File: src/rtl/stack_controller_pkg.sv
// Shared definitions for the stack controller.
//   OP_*      : operation codes formed as {push, pop}
//   sc_clog2  : ceiling log2, used to size the count and the RAM address
package stack_controller_pkg;

  localparam logic [1:0] OP_NOP     = 2'b00;
  localparam logic [1:0] OP_POP     = 2'b01;
  localparam logic [1:0] OP_PUSH    = 2'b10;
  localparam logic [1:0] OP_REPLACE = 2'b11;

  function automatic int sc_clog2(input int value);
    int r;
    int v;
    r = 0;
    v = value - 1;
    while (v > 0) begin
      r = r + 1;
      v = v >>> 1;
    end
    return r;
  endfunction

endpackage

File: src/rtl/stack_controller_if.sv
// Request/status bundle between the control unit and the stack controller.
//   push, pop, push_data, clear_err : requests from the control unit
//   top, SP, count, empty, full     : stack status
//   stack_overflow, stack_underflow : sticky error flags
// master = control unit side, slave = stack controller side.
interface stack_controller_if #(
  parameter int DATA_W = 10,
  parameter int SP_W   = 10,
  parameter int CNT_W  = 5
);
  logic              push;
  logic              pop;
  logic [DATA_W-1:0] push_data;
  logic              clear_err;
  logic [DATA_W-1:0] top;
  logic [SP_W-1:0]   SP;
  logic [CNT_W-1:0]  count;
  logic              empty;
  logic              full;
  logic              stack_overflow;
  logic              stack_underflow;

  modport master (
    output push, pop, push_data, clear_err,
    input  top, SP, count, empty, full, stack_overflow, stack_underflow
  );

  modport slave (
    input  push, pop, push_data, clear_err,
    output top, SP, count, empty, full, stack_overflow, stack_underflow
  );
endinterface

File: src/rtl/stack_controller_ram.sv
// Stack storage: DEPTH x DATA_W register array, not reset.
//   clk                : write clock
//   we, waddr, wdata   : synchronous write port
//   raddr, rdata       : asynchronous read port (fetches the entry below top)
module stack_controller_ram #(
  parameter int DATA_W = 10,
  parameter int DEPTH  = 16,
  parameter int AW     = 4
) (
  input  logic              clk,
  input  logic              we,
  input  logic [AW-1:0]     waddr,
  input  logic [DATA_W-1:0] wdata,
  input  logic [AW-1:0]     raddr,
  output logic [DATA_W-1:0] rdata
);

  logic [DATA_W-1:0] mem_q [DEPTH];

  always_ff @(posedge clk) begin
    if (we) mem_q[waddr] <= wdata;
  end

  assign rdata = mem_q[raddr];

endmodule

File: src/rtl/stack_controller.sv
// Hardware stack: owns the entry count, a registered copy of the top entry,
// the sticky error flags and the storage array. SP is derived from count.
//   clk    : system clock
//   reset  : synchronous, active-high; overrides any request in that cycle
//   bus    : stack_controller_if.slave (requests in, status out)
module stack_controller
  import stack_controller_pkg::*;
#(
  parameter int              DATA_W    = 10,
  parameter int              DEPTH     = 16,
  parameter int              SP_W      = 10,
  parameter logic [SP_W-1:0] SP_BASE   = 10'h3FF,
  parameter bit              GROW_DOWN = 1'b1,
  parameter int              CNT_W     = sc_clog2(DEPTH + 1)
) (
  input logic               clk,
  input logic               reset,
  stack_controller_if.slave bus
);

  localparam int AW = (sc_clog2(DEPTH) > 0) ? sc_clog2(DEPTH) : 1;

  logic [CNT_W-1:0]  count_q, count_d;
  logic [DATA_W-1:0] top_q, top_d;
  logic              ovf_q, ovf_d;
  logic              udf_q, udf_d;

  logic              wr_en;
  logic              ram_we;
  logic [AW-1:0]     waddr;
  logic [AW-1:0]     raddr;
  logic [DATA_W-1:0] rdata;

  logic [1:0]        op;
  logic              is_empty;
  logic              is_full;

  assign op       = {bus.push, bus.pop};
  assign is_empty = (count_q == '0);
  assign is_full  = (count_q == CNT_W'(DEPTH));

  // Entry that becomes top after a pop; only meaningful when count >= 2.
  assign raddr  = AW'(count_q - CNT_W'(2));
  // Requests arriving with reset are discarded, storage included.
  assign ram_we = wr_en & ~reset;

  always_comb begin
    count_d = count_q;
    top_d   = top_q;
    ovf_d   = ovf_q & ~bus.clear_err;
    udf_d   = udf_q & ~bus.clear_err;
    wr_en   = 1'b0;
    waddr   = '0;
    case (op)
      OP_PUSH: begin
        if (is_full) begin
          ovf_d = 1'b1;
        end else begin
          wr_en   = 1'b1;
          waddr   = AW'(count_q);
          count_d = count_q + CNT_W'(1);
          top_d   = bus.push_data;
        end
      end
      OP_POP: begin
        if (is_empty) begin
          udf_d = 1'b1;
        end else begin
          count_d = count_q - CNT_W'(1);
          top_d   = (count_q >= CNT_W'(2)) ? rdata : '0;
        end
      end
      OP_REPLACE: begin
        // On an empty stack this degenerates to a push into slot 0.
        wr_en = 1'b1;
        top_d = bus.push_data;
        if (is_empty) begin
          waddr   = '0;
          count_d = CNT_W'(1);
        end else begin
          waddr = AW'(count_q - CNT_W'(1));
        end
      end
      default: ;
    endcase
  end

  always_ff @(posedge clk) begin
    if (reset) begin
      count_q <= '0;
      top_q   <= '0;
      ovf_q   <= 1'b0;
      udf_q   <= 1'b0;
    end else begin
      count_q <= count_d;
      top_q   <= top_d;
      ovf_q   <= ovf_d;
      udf_q   <= udf_d;
    end
  end

  stack_controller_ram #(
    .DATA_W (DATA_W),
    .DEPTH  (DEPTH),
    .AW     (AW)
  ) u_ram (
    .clk   (clk),
    .we    (ram_we),
    .waddr (waddr),
    .wdata (bus.push_data),
    .raddr (raddr),
    .rdata (rdata)
  );

  // Modulo 2^SP_W arithmetic; wrap is silent.
  assign bus.SP = GROW_DOWN ? (SP_BASE - SP_W'(count_q)) : (SP_BASE + SP_W'(count_q));

  assign bus.count           = count_q;
  assign bus.top             = top_q;
  assign bus.empty           = is_empty;
  assign bus.full            = is_full;
  assign bus.stack_overflow  = ovf_q;
  assign bus.stack_underflow = udf_q;

endmodule

File: src/flat_wrapper.sv
// flat-port wrapper written by rule: the top's interface ports become plain ports
module stack_controller_flat import stack_controller_pkg::*;
#(
  parameter int              DATA_W    = 10,
  parameter int              DEPTH     = 16,
  parameter int              SP_W      = 10,
  parameter logic [SP_W-1:0] SP_BASE   = 10'h3FF,
  parameter bit              GROW_DOWN = 1'b1,
  parameter int              CNT_W     = sc_clog2(DEPTH + 1)
)
  (clk, reset, bus_push, bus_pop, bus_push_data, bus_clear_err, bus_top, bus_SP, bus_count, bus_empty, bus_full, bus_stack_overflow, bus_stack_underflow);
  stack_controller_if #(.DATA_W(DATA_W), .SP_W(SP_W), .CNT_W(CNT_W)) bus_i ();
  input logic clk;
  input logic reset;
  input wire logic [$bits(bus_i.push)-1:0] bus_push;
  input wire logic [$bits(bus_i.pop)-1:0] bus_pop;
  input wire logic [$bits(bus_i.push_data)-1:0] bus_push_data;
  input wire logic [$bits(bus_i.clear_err)-1:0] bus_clear_err;
  output wire logic [$bits(bus_i.top)-1:0] bus_top;
  output wire logic [$bits(bus_i.SP)-1:0] bus_SP;
  output wire logic [$bits(bus_i.count)-1:0] bus_count;
  output wire logic [$bits(bus_i.empty)-1:0] bus_empty;
  output wire logic [$bits(bus_i.full)-1:0] bus_full;
  output wire logic [$bits(bus_i.stack_overflow)-1:0] bus_stack_overflow;
  output wire logic [$bits(bus_i.stack_underflow)-1:0] bus_stack_underflow;
  assign bus_i.push = bus_push;
  assign bus_i.pop = bus_pop;
  assign bus_i.push_data = bus_push_data;
  assign bus_i.clear_err = bus_clear_err;
  assign bus_top = bus_i.top;
  assign bus_SP = bus_i.SP;
  assign bus_count = bus_i.count;
  assign bus_empty = bus_i.empty;
  assign bus_full = bus_i.full;
  assign bus_stack_overflow = bus_i.stack_overflow;
  assign bus_stack_underflow = bus_i.stack_underflow;
  stack_controller #(.DATA_W(DATA_W), .DEPTH(DEPTH), .SP_W(SP_W), .SP_BASE(SP_BASE), .GROW_DOWN(GROW_DOWN), .CNT_W(CNT_W)) u_core (.clk(clk), .reset(reset), .bus(bus_i));
endmodule
File: config.mk
export PLATFORM = sky130hd
export DESIGN_NAME = stack_controller_flat
export DESIGN_NICKNAME = d
export VERILOG_FILES = /design/src/rtl/stack_controller_pkg.sv /design/src/rtl/stack_controller_if.sv /design/src/rtl/stack_controller_ram.sv /design/src/rtl/stack_controller.sv /design/src/flat_wrapper.sv
export SDC_FILE = /design/constraint.sdc
export NUM_CORES = 1
export LEC_CHECK = 0
export ABC_CLOCK_PERIOD_IN_PS = 3700
export CORE_UTILIZATION = 41
export CTS_BUF_LIST = sky130_fd_sc_hd__clkbuf_16
export CTS_CLUSTER_DIAMETER = 150
export DETAILED_ROUTE_END_ITERATION = 8
export GPL_ROUTABILITY_DRIVEN = 0
export MAX_ROUTING_LAYER = met4
export SLEW_MARGIN = 20
export SYNTH_ARGS = -nofsm -noshare
export SYNTH_HDL_FRONTEND = slang
export SYNTH_SLANG_ARGS = --single-unit
export TNS_END_PERCENT = 30
File: constraint.sdc
create_clock -name clk -period 3.7 [get_ports clk]
set_clock_uncertainty 0.05 [all_clocks]
set_input_delay 0.555 -clock clk [delete_from_list [all_inputs] [get_ports clk]]
set_output_delay 0.555 -clock clk [all_outputs]
set_load 0.01 [all_outputs]
## Yosys cells after proc, flatten, opt, wreduce, memory -nomap -nowiden

Memories as Yosys holds them, arrays and structs flattened.
Index checks and enable logic that the tools add are counted.

| cells by class | value |
|---|---|
| bitwise operators | 5 |
| multiplexer cells | 19 |
| shifts and indexed selects | 0 |
| div/mod/pow operators | 0 |
| multipliers | 0 |
| equality and inequality tests | 7 |
| add/sub/neg operators | 4 |
| magnitude comparators | 1 |
| reduce and logical (&&, ||, !) cells | 4 |

Operators by type and width:

| cell | count |
|---|---|
| $mux W10 | 3 |
| $pmux W10 S3 | 1 |
| $mux W5 | 3 |
| $pmux W5 S3 | 1 |
| $mux W4 | 2 |
| $pmux W4 S2 | 1 |
| $mux W1 | 7 |
| $sub A1 B6 Y7 const A | 1 |
| $ne A2 B2 Y1 const B | 3 |
| $add A5 B1 Y5 const B | 1 |
| $eq A5 B5 Y1 const B | 1 |
| $ge A5 B2 Y1 const B | 1 |
| $logic_not A5 Y1 | 1 |
| $sub A5 B1 Y5 const B | 1 |
| $eq A2 B2 Y1 const B | 2 |
| $reduce_and A4 Y1 | 1 |
| $sub A4 B2 Y4 const B | 1 |
| $and A1 B1 Y1 | 3 |
| $reduce_and A3 Y1 | 1 |
| $reduce_bool A3 Y1 | 1 |
| $eq A2 B1 Y1 const B | 1 |
| $not A1 Y1 | 2 |
| $pmux W1 S2 | 1 |

| storage, ports and cells | value |
|---|---|
| memory bits (read-only) | 0 |
| memories | 1 |
| word-level logic and storage cells | 45 |
| latch bits | 0 |
| output and inout bits | 29 |
| input port bits | 15 |
| memory bits (writable) | 160 |
| register bits | 17 |

Memory list:

| name | depth | width | read ports | clocked after memory_dff | write ports | RTL line | source |
|---|---|---|---|---|---|---|---|
| u_core.u_ram.mem_q | 16 | 10 | 1 | 0 | 1 | stack_controller_ram.sv:18 | `logic [DATA_W-1:0] mem_q [DEPTH];` |

## Logic depth before layout (Yosys ltp)

| logic depth | value |
|---|---|
| depth after elaboration | 6 |
| gate-level depth with buffers | 10 |
| mapped depth without buffers | 7 |

## Hierarchy

From an unflattened synthesis, not the netlist that was laid out.

| second synthesis, totals | value |
|---|---|
| cell total of the unflattened synthesis | 429 |
| area total of the unflattened synthesis | 7405.9 um^2 |

By module, submodules not included:

| module | area an instance (um^2) | sequential area each (um^2) | cells an instance | instances |
|---|---|---|---|---|
| stack_controller_ram | 6153.4 | 4804.6 | 269 | 1 |
| stack_controller | 1252.5 | 340.3 | 160 | 1 |

## Least setup slack after synthesis

No wires, ideal clock.

| timing | value |
|---|---|
| kind | register to register |
| start point | reg u_core.count_q[1] (netlist: u_core.bus.count[1]) |
| end point | mem u_core.u_ram.mem_q[5][0] (enable) |
| path buffers | 3 |
| arrival | 3.354 ns |
| data required time | 3.246 ns |
| cell stages (with the launch flop) | 11 |
| clock period less this slack | 3.808 ns |
| setup time | 0.404 ns |
| path slack | -0.108 ns |
| path through | dfxtp_1 -> buf_2 -> buf_2 -> inv_1 -> clkbuf_1 -> ha_1 -> or4bb_1 -> inv_1 -> o31ai_1 -> nand4b_1 -> nor4_1 |

| on the way | value |
|---|---|
| word-level cells in the longest chain between the ends | 6 |
| elaborated cells between the ends (all ways) | 11 |
| classes of those cells | 1 x add/sub; 1 x eq/ne; 7 x mux; 1 x bitwise; 1 x reduce/logical |

Ends and longest elaborated chain:

| element | RTL line | source |
|---|---|---|
| from (decl) | stack_controller.sv:23 | `logic [CNT_W-1:0] count_q, count_d;` |
| from (signal assigned) | stack_controller.sv:95 | `count_q <= count_d;` |
| $eq A5 B5 Y1 * | stack_controller.sv:40 | `assign is_full = (count_q == CNT_W'(DEPTH));` |
| via bus_full | flat_wrapper.sv:23 | `output wire logic [$bits(bus_i.full)-1:0] bus_full;` |
| $mux W1 | stack_controller.sv:56 | `if (is_full) begin` |
| $pmux W1 S2 | stack_controller.sv:54 | `case (op)` |
| $and A1 B1 Y1 | stack_controller.sv:45 | `assign ram_we = wr_en & ~reset;` |
| $mux W1 | stack_controller_ram.sv:21 | `if (we) mem_q[waddr] <= wdata;` |
| $mux W1 (not written as such) | stack_controller_ram.sv:21 |  |
| to (decl) | stack_controller_ram.sv:18 |  |

The timed path passes the listed nets; every way through them passes the cells marked *.

## Final worst setup path

| timing | value |
|---|---|
| start point | reg u_core.count_q[1] (netlist: u_core.bus.count[1]) |
| end point | mem u_core.u_ram.mem_q[4][6] (enable) |

| on the way | value |
|---|---|
| word-level cells in the longest chain between the ends | 6 |
| elaborated cells between the ends (all ways) | 11 |
| classes of those cells | 1 x add/sub; 1 x eq/ne; 7 x mux; 1 x bitwise; 1 x reduce/logical |

Ends and longest elaborated chain:

| element | RTL line |
|---|---|
| $eq A5 B5 Y1 | stack_controller.sv:40 |
| $mux W1 | stack_controller.sv:56 |
| $pmux W1 S2 | stack_controller.sv:54 |
| $and A1 B1 Y1 | stack_controller.sv:45 |
| $mux W1 | stack_controller_ram.sv:21 |
| $mux W1 (not written as such) | stack_controller_ram.sv:21 |

Several ways; a longest one is shown, not always the timed one.

==> metrics.txt <==
# TYPE chip_impl_metric gauge
chip_impl_info{name="status",value="complete, no violations"} 1
chip_impl_metric{name="dr_vias",unit=""} 4297
chip_impl_metric{name="cts_buffers",unit=""} 17
chip_impl_metric{name="netlist_instances",unit=""} 446
chip_impl_metric{name="worstSkewPairLatency",unit="ns"} 0.43
chip_impl_metric{name="shortest_period_the_worst_path_allows",unit="ns"} 3.15
chip_impl_metric{name="track_usage",unit="%"} 19.9
chip_impl_metric{name="worstPathArrival",unit="ns"} 3.15
chip_impl_info{name="postSynth.topFlopCell",value="edfxtp_1"} 1
chip_impl_metric{name="complex_gate_fraction_of_the_synthesized_area",unit="%"} 7.18
chip_impl_metric{name="die_height",unit="µm"} 138
chip_impl_metric{name="post_synthesis_xor_xnor_area_fraction",unit="%"} 0.116
chip_impl_metric{name="clk_pin_slew_worst_paths",unit="ns"} 0.06
chip_impl_metric{name="antenna-diode-count",unit=""} 0
chip_impl_metric{name="vias_per_cell",unit=""} 5.81
chip_impl_metric{name="power_switching",unit="mW"} 1.92
chip_impl_metric{name="seq_power_share",unit="%"} 39.2
chip_impl_metric{name="gr_overflow_total",unit=""} 0
chip_impl_info{name="netlist_top_cells_area",value="edfxtp_1 (64%), mux4_2 (12%), dfxtp_1 (4.5%), nand4_1 (1.7%), mux2_2 (1.6%)"} 1
chip_impl_metric{name="drc_violation_count_after_routing",unit=""} 0
chip_impl_metric{name="port_buffers",unit=""} 38
chip_impl_metric{name="floorplan.die_area",unit="mm²"} 0.0189
chip_impl_metric{name="grt_max_degree",unit=""} 39
chip_impl_metric{name="cts_resized",unit=""} 0
chip_impl_metric{name="antenna_found_initial",unit=""} 0
chip_impl_metric{name="timing.setup.tns",unit="ns"} 0
chip_impl_metric{name="finalCritPeriodShare",unit="%"} 85.2
chip_impl_info{name="cts_tree",value="yes"} 1
chip_impl_metric{name="placed_instances",unit=""} 707
chip_impl_metric{name="design.core.area",unit="mm²"} 0.0180
chip_impl_metric{name="net_count_reported_at_finish",unit=""} 519
chip_impl_metric{name="yosys.cell_types.count",unit=""} 55
chip_impl_info{name="ys_top_cells_by_count",value="edfxtp_1 (160), mux4_2 (40), nand4_1 (21)"} 1
chip_impl_metric{name="wirelength",unit="mm"} 17.3
chip_impl_metric{name="hpwlAfterDp",unit="mm"} 11.2
chip_impl_metric{name="yosys.area.top_type_share",unit="%"} 63.7
chip_impl_metric{name="postCtsSetupRepairBufs",unit=""} 0
chip_impl_metric{name="async_reset_ff_share",unit="%"} 0
chip_impl_metric{name="initial_core_util",unit="%"} 41.8
chip_impl_metric{name="ant_nets",unit=""} 0
chip_impl_metric{name="max_cap_viol_count",unit=""} 0
chip_impl_metric{name="detail_route.wl_per_cell",unit="µm"} 23.4
chip_impl_info{name="setup.worst_path.class",value="flop to flop"} 1
chip_impl_metric{name="grt_pass1_wl",unit="mm"} 25.6
chip_impl_info{name="critPathCaptureType",value="flop"} 1
chip_impl_metric{name="cell_internal_pwr",unit="mW"} 4.18
chip_impl_metric{name="power_density",unit="mW/mm²"} 695
chip_impl_info{name="dominant_combinational_cell_family_by_area_after_synthesis",value="multiplexers"} 1
chip_impl_metric{name="non_filler_cells_final",unit=""} 739
chip_impl_metric{name="maxSlewHeadroom",unit="%"} 29.6
chip_impl_metric{name="num_io_pins",unit=""} 44
chip_impl_metric{name="synth_adder_area_share",unit="%"} 1.16
chip_impl_metric{name="power.share.clock",unit="%"} 26.5
chip_impl_metric{name="vias_in_the_first_global_route",unit=""} 4243
chip_impl_metric{name="count_of_clock_tree_sinks",unit=""} 177
chip_impl_metric{name="synth_area",unit="mm²"} 0.00754
chip_impl_info{name="cp-start-kind",value="flop"} 1
chip_impl_metric{name="r2r_setup_slack",unit="ns"} 0.55
chip_impl_metric{name="synth_edf_count",unit=""} 160
chip_impl_info{name="synth_most_common_cell",value="edfxtp_1"} 1
chip_impl_metric{name="cts_buffer_depth",unit=""} 2
chip_impl_metric{name="yosys-mux-area-fraction",unit="%"} 13.9
chip_impl_metric{name="timing_max_transition_violations_final",unit=""} 0
chip_impl_metric{name="irDropWorstVdd",unit="V"} 0.000618
chip_impl_metric{name="detail_route.first_pass.iterations",unit=""} 6
chip_impl_metric{name="sequential_element_share_of_the_synthesized_area",unit="%"} 68.2
chip_impl_metric{name="cts-hold-fix-buffers",unit=""} 0
chip_impl_info{name="hold_path_startpoint",value="u_core.bus.top[3]$_SDFFE_PP0P_"} 1
chip_impl_metric{name="worst_pin_slew",unit="ns"} 1.05
chip_impl_info{name="netlist.top_cell.by_area",value="edfxtp_1"} 1
chip_impl_metric{name="cp_max_fo",unit=""} 10
chip_impl_metric{name="cts.htree.levels",unit=""} 4
chip_impl_metric{name="layout-area-overhead-vs-synth",unit="%"} 16.6
chip_impl_metric{name="avgSynthCellArea",unit="µm²"} 16.9
chip_impl_metric{name="power_switching_share",unit="%"} 31.5
chip_impl_metric{name="synth_warnings",unit=""} 0
chip_impl_metric{name="ys_ff_latch",unit=""} 177
chip_impl_metric{name="critical_path_required",unit="ns"} 3.69
chip_impl_metric{name="synth_simple_gate_area_share",unit="%"} 6.50
chip_impl_info{name="setup_repair_after_global_routing_missed_its_margin",value="no"} 1
chip_impl_info{name="hold_class",value="flop to flop"} 1
chip_impl_info{name="cts_root_buffer",value="clkbuf_16"} 1
chip_impl_metric{name="detail_route.iter0.violations",unit=""} 345
chip_impl_metric{name="hold_viol",unit=""} 0
chip_impl_info{name="timing_startpoint_of_the_critical_path",value="u_core.bus.count[1]$_SDFFE_PP0P_"} 1
chip_impl_metric{name="fp-row-count",unit=""} 49
chip_impl_info{name="timing.rr.start",value="u_core.bus.count[1]$_SDFFE_PP0P_"} 1
chip_impl_metric{name="comb_power_share",unit="%"} 34.3
chip_impl_metric{name="share_of_post_route_cells_with_drive_strength_above_1",unit="%"} 22.5
chip_impl_metric{name="width_of_the_die",unit="µm"} 138
chip_impl_metric{name="setup-violations-final",unit=""} 0
chip_impl_metric{name="peak_freq",unit="GHz"} 0.317
chip_impl_metric{name="p_leak",unit="nW"} 2.78
stage by stage:
| stage | hold WS (ns) | power, mW | utilization, % | setup slack [ns] | instance area [µm²] |
|---|---|---|---|---|---|
| global route | 0.534 | 6.36 | 48.8 | 0.246 | 8790 |
| CTS | 0.516 | 6.14 | 48.8 | 0.519 | 8790 |
| floorplan | 0.510 | 3.84 | - | 0.200 | 7560 |
| finish | 0.521 | 6.11 | 48.8 | 0.546 | 8790 |
| global placement | 0.506 | 4.51 | 45.8 | 0.497 | 8250 |
| detailed placement | 0.506 | 4.53 | 45.8 | 0.414 | 8250 |
power by group through the flow:
stage / Clock [mW] / Combinational, mW / Sequential (mW)
2_1_floorplan: 0 / 1.41 / 2.43
3_3_place_gp: 0 / 2.08 / 2.43
3_5_place_dp: 0 / 2.09 / 2.43
4_1_cts: 1.65 / 2.10 / 2.39
5_1_grt: 1.72 / 2.24 / 2.40
6_report: 1.62 / 2.09 / 2.39
worst max-delay path: stages, from the launching register on:
cell      delay (ns)
dfxtp_2         0.32
inv_1           0.15
ha_1            0.26
a21boi_0        0.42
a211oi_1        0.27
nor4_1          0.42
nor2b_1         0.88
path summary, 6_finish.rpt:
kind	end	cells past startpoint
worst min register to register	u_core.bus.top[3]$_SDFFE_PP0P_	2
worst max-delay path	u_core.u_ram.mem_q[4][6]$_DFFE_PP_	6
worst max register to register	u_core.u_ram.mem_q[4][6]$_DFFE_PP_	6
worst min-delay path	u_core.bus.top[3]$_SDFFE_PP0P_	2
cells in the final DEF, fill, tap and decap left out, types with 9 or more instances in the layout:
cell type	synthesis	routed
nor2_1	14	14
nor2b_1	10	9
o21ai_0	13	13
mux4_2	40	40
edfxtp_1	160	160
mux2_2	11	11
a41oi_1	10	10
clkbuf_16	0	17
a21oi_1	19	19
o211ai_1	13	13
inv_1	10	16
dfxtp_1	17	15
nand4_1	21	21
buf_4	6	26
clkdlybuf4s50_1	0	38
logic make-up (layout without fill, tap and decap cells):
logic type | count (synthesis) | in the layout
buffers and inverters | 46 | 106
muxes | 53 | 53
DFF | 177 | 177
other | 1 | 5
and+or+nand+nor | 82 | 82
xor gates and xnor gates | 1 | 1
adders and majority gates | 7 | 7
AOI/OAI and AO/OA | 79 | 79
routing by layer:
| metal | routed length, µm | GRT usage [%] | vias up |
|---|---|---|---|
| met5 | 0 | - | - |
| met4 | 397 | 8.00 | 0 |
| met2 | 8220 | 29.5 | 150 |
| met3 | 816 | 3.50 | 27 |
| li1 | - | - | 1920 |
| met1 | 7830 | 27.2 | 2200 |
flip-flops by register name, summed over array words and instances, names as in the netlist:
name	count
u_core.bus.stack_overflow	1
u_core.bus.top	10
u_core.bus.count	5
u_core.u_ram.mem_q	160
u_core.bus.stack_underflow	1
cell type report:
cell class	count	area, µm²
fillers	1530	9240
well taps	229	287
repair buffers	64	576
inverters	10	37.5
multi-input cells	227	2210
flip-flops and latches	177	5150
clock inverters	15	111
clock buffers	17	425
(Power assumes the default switching activity.)
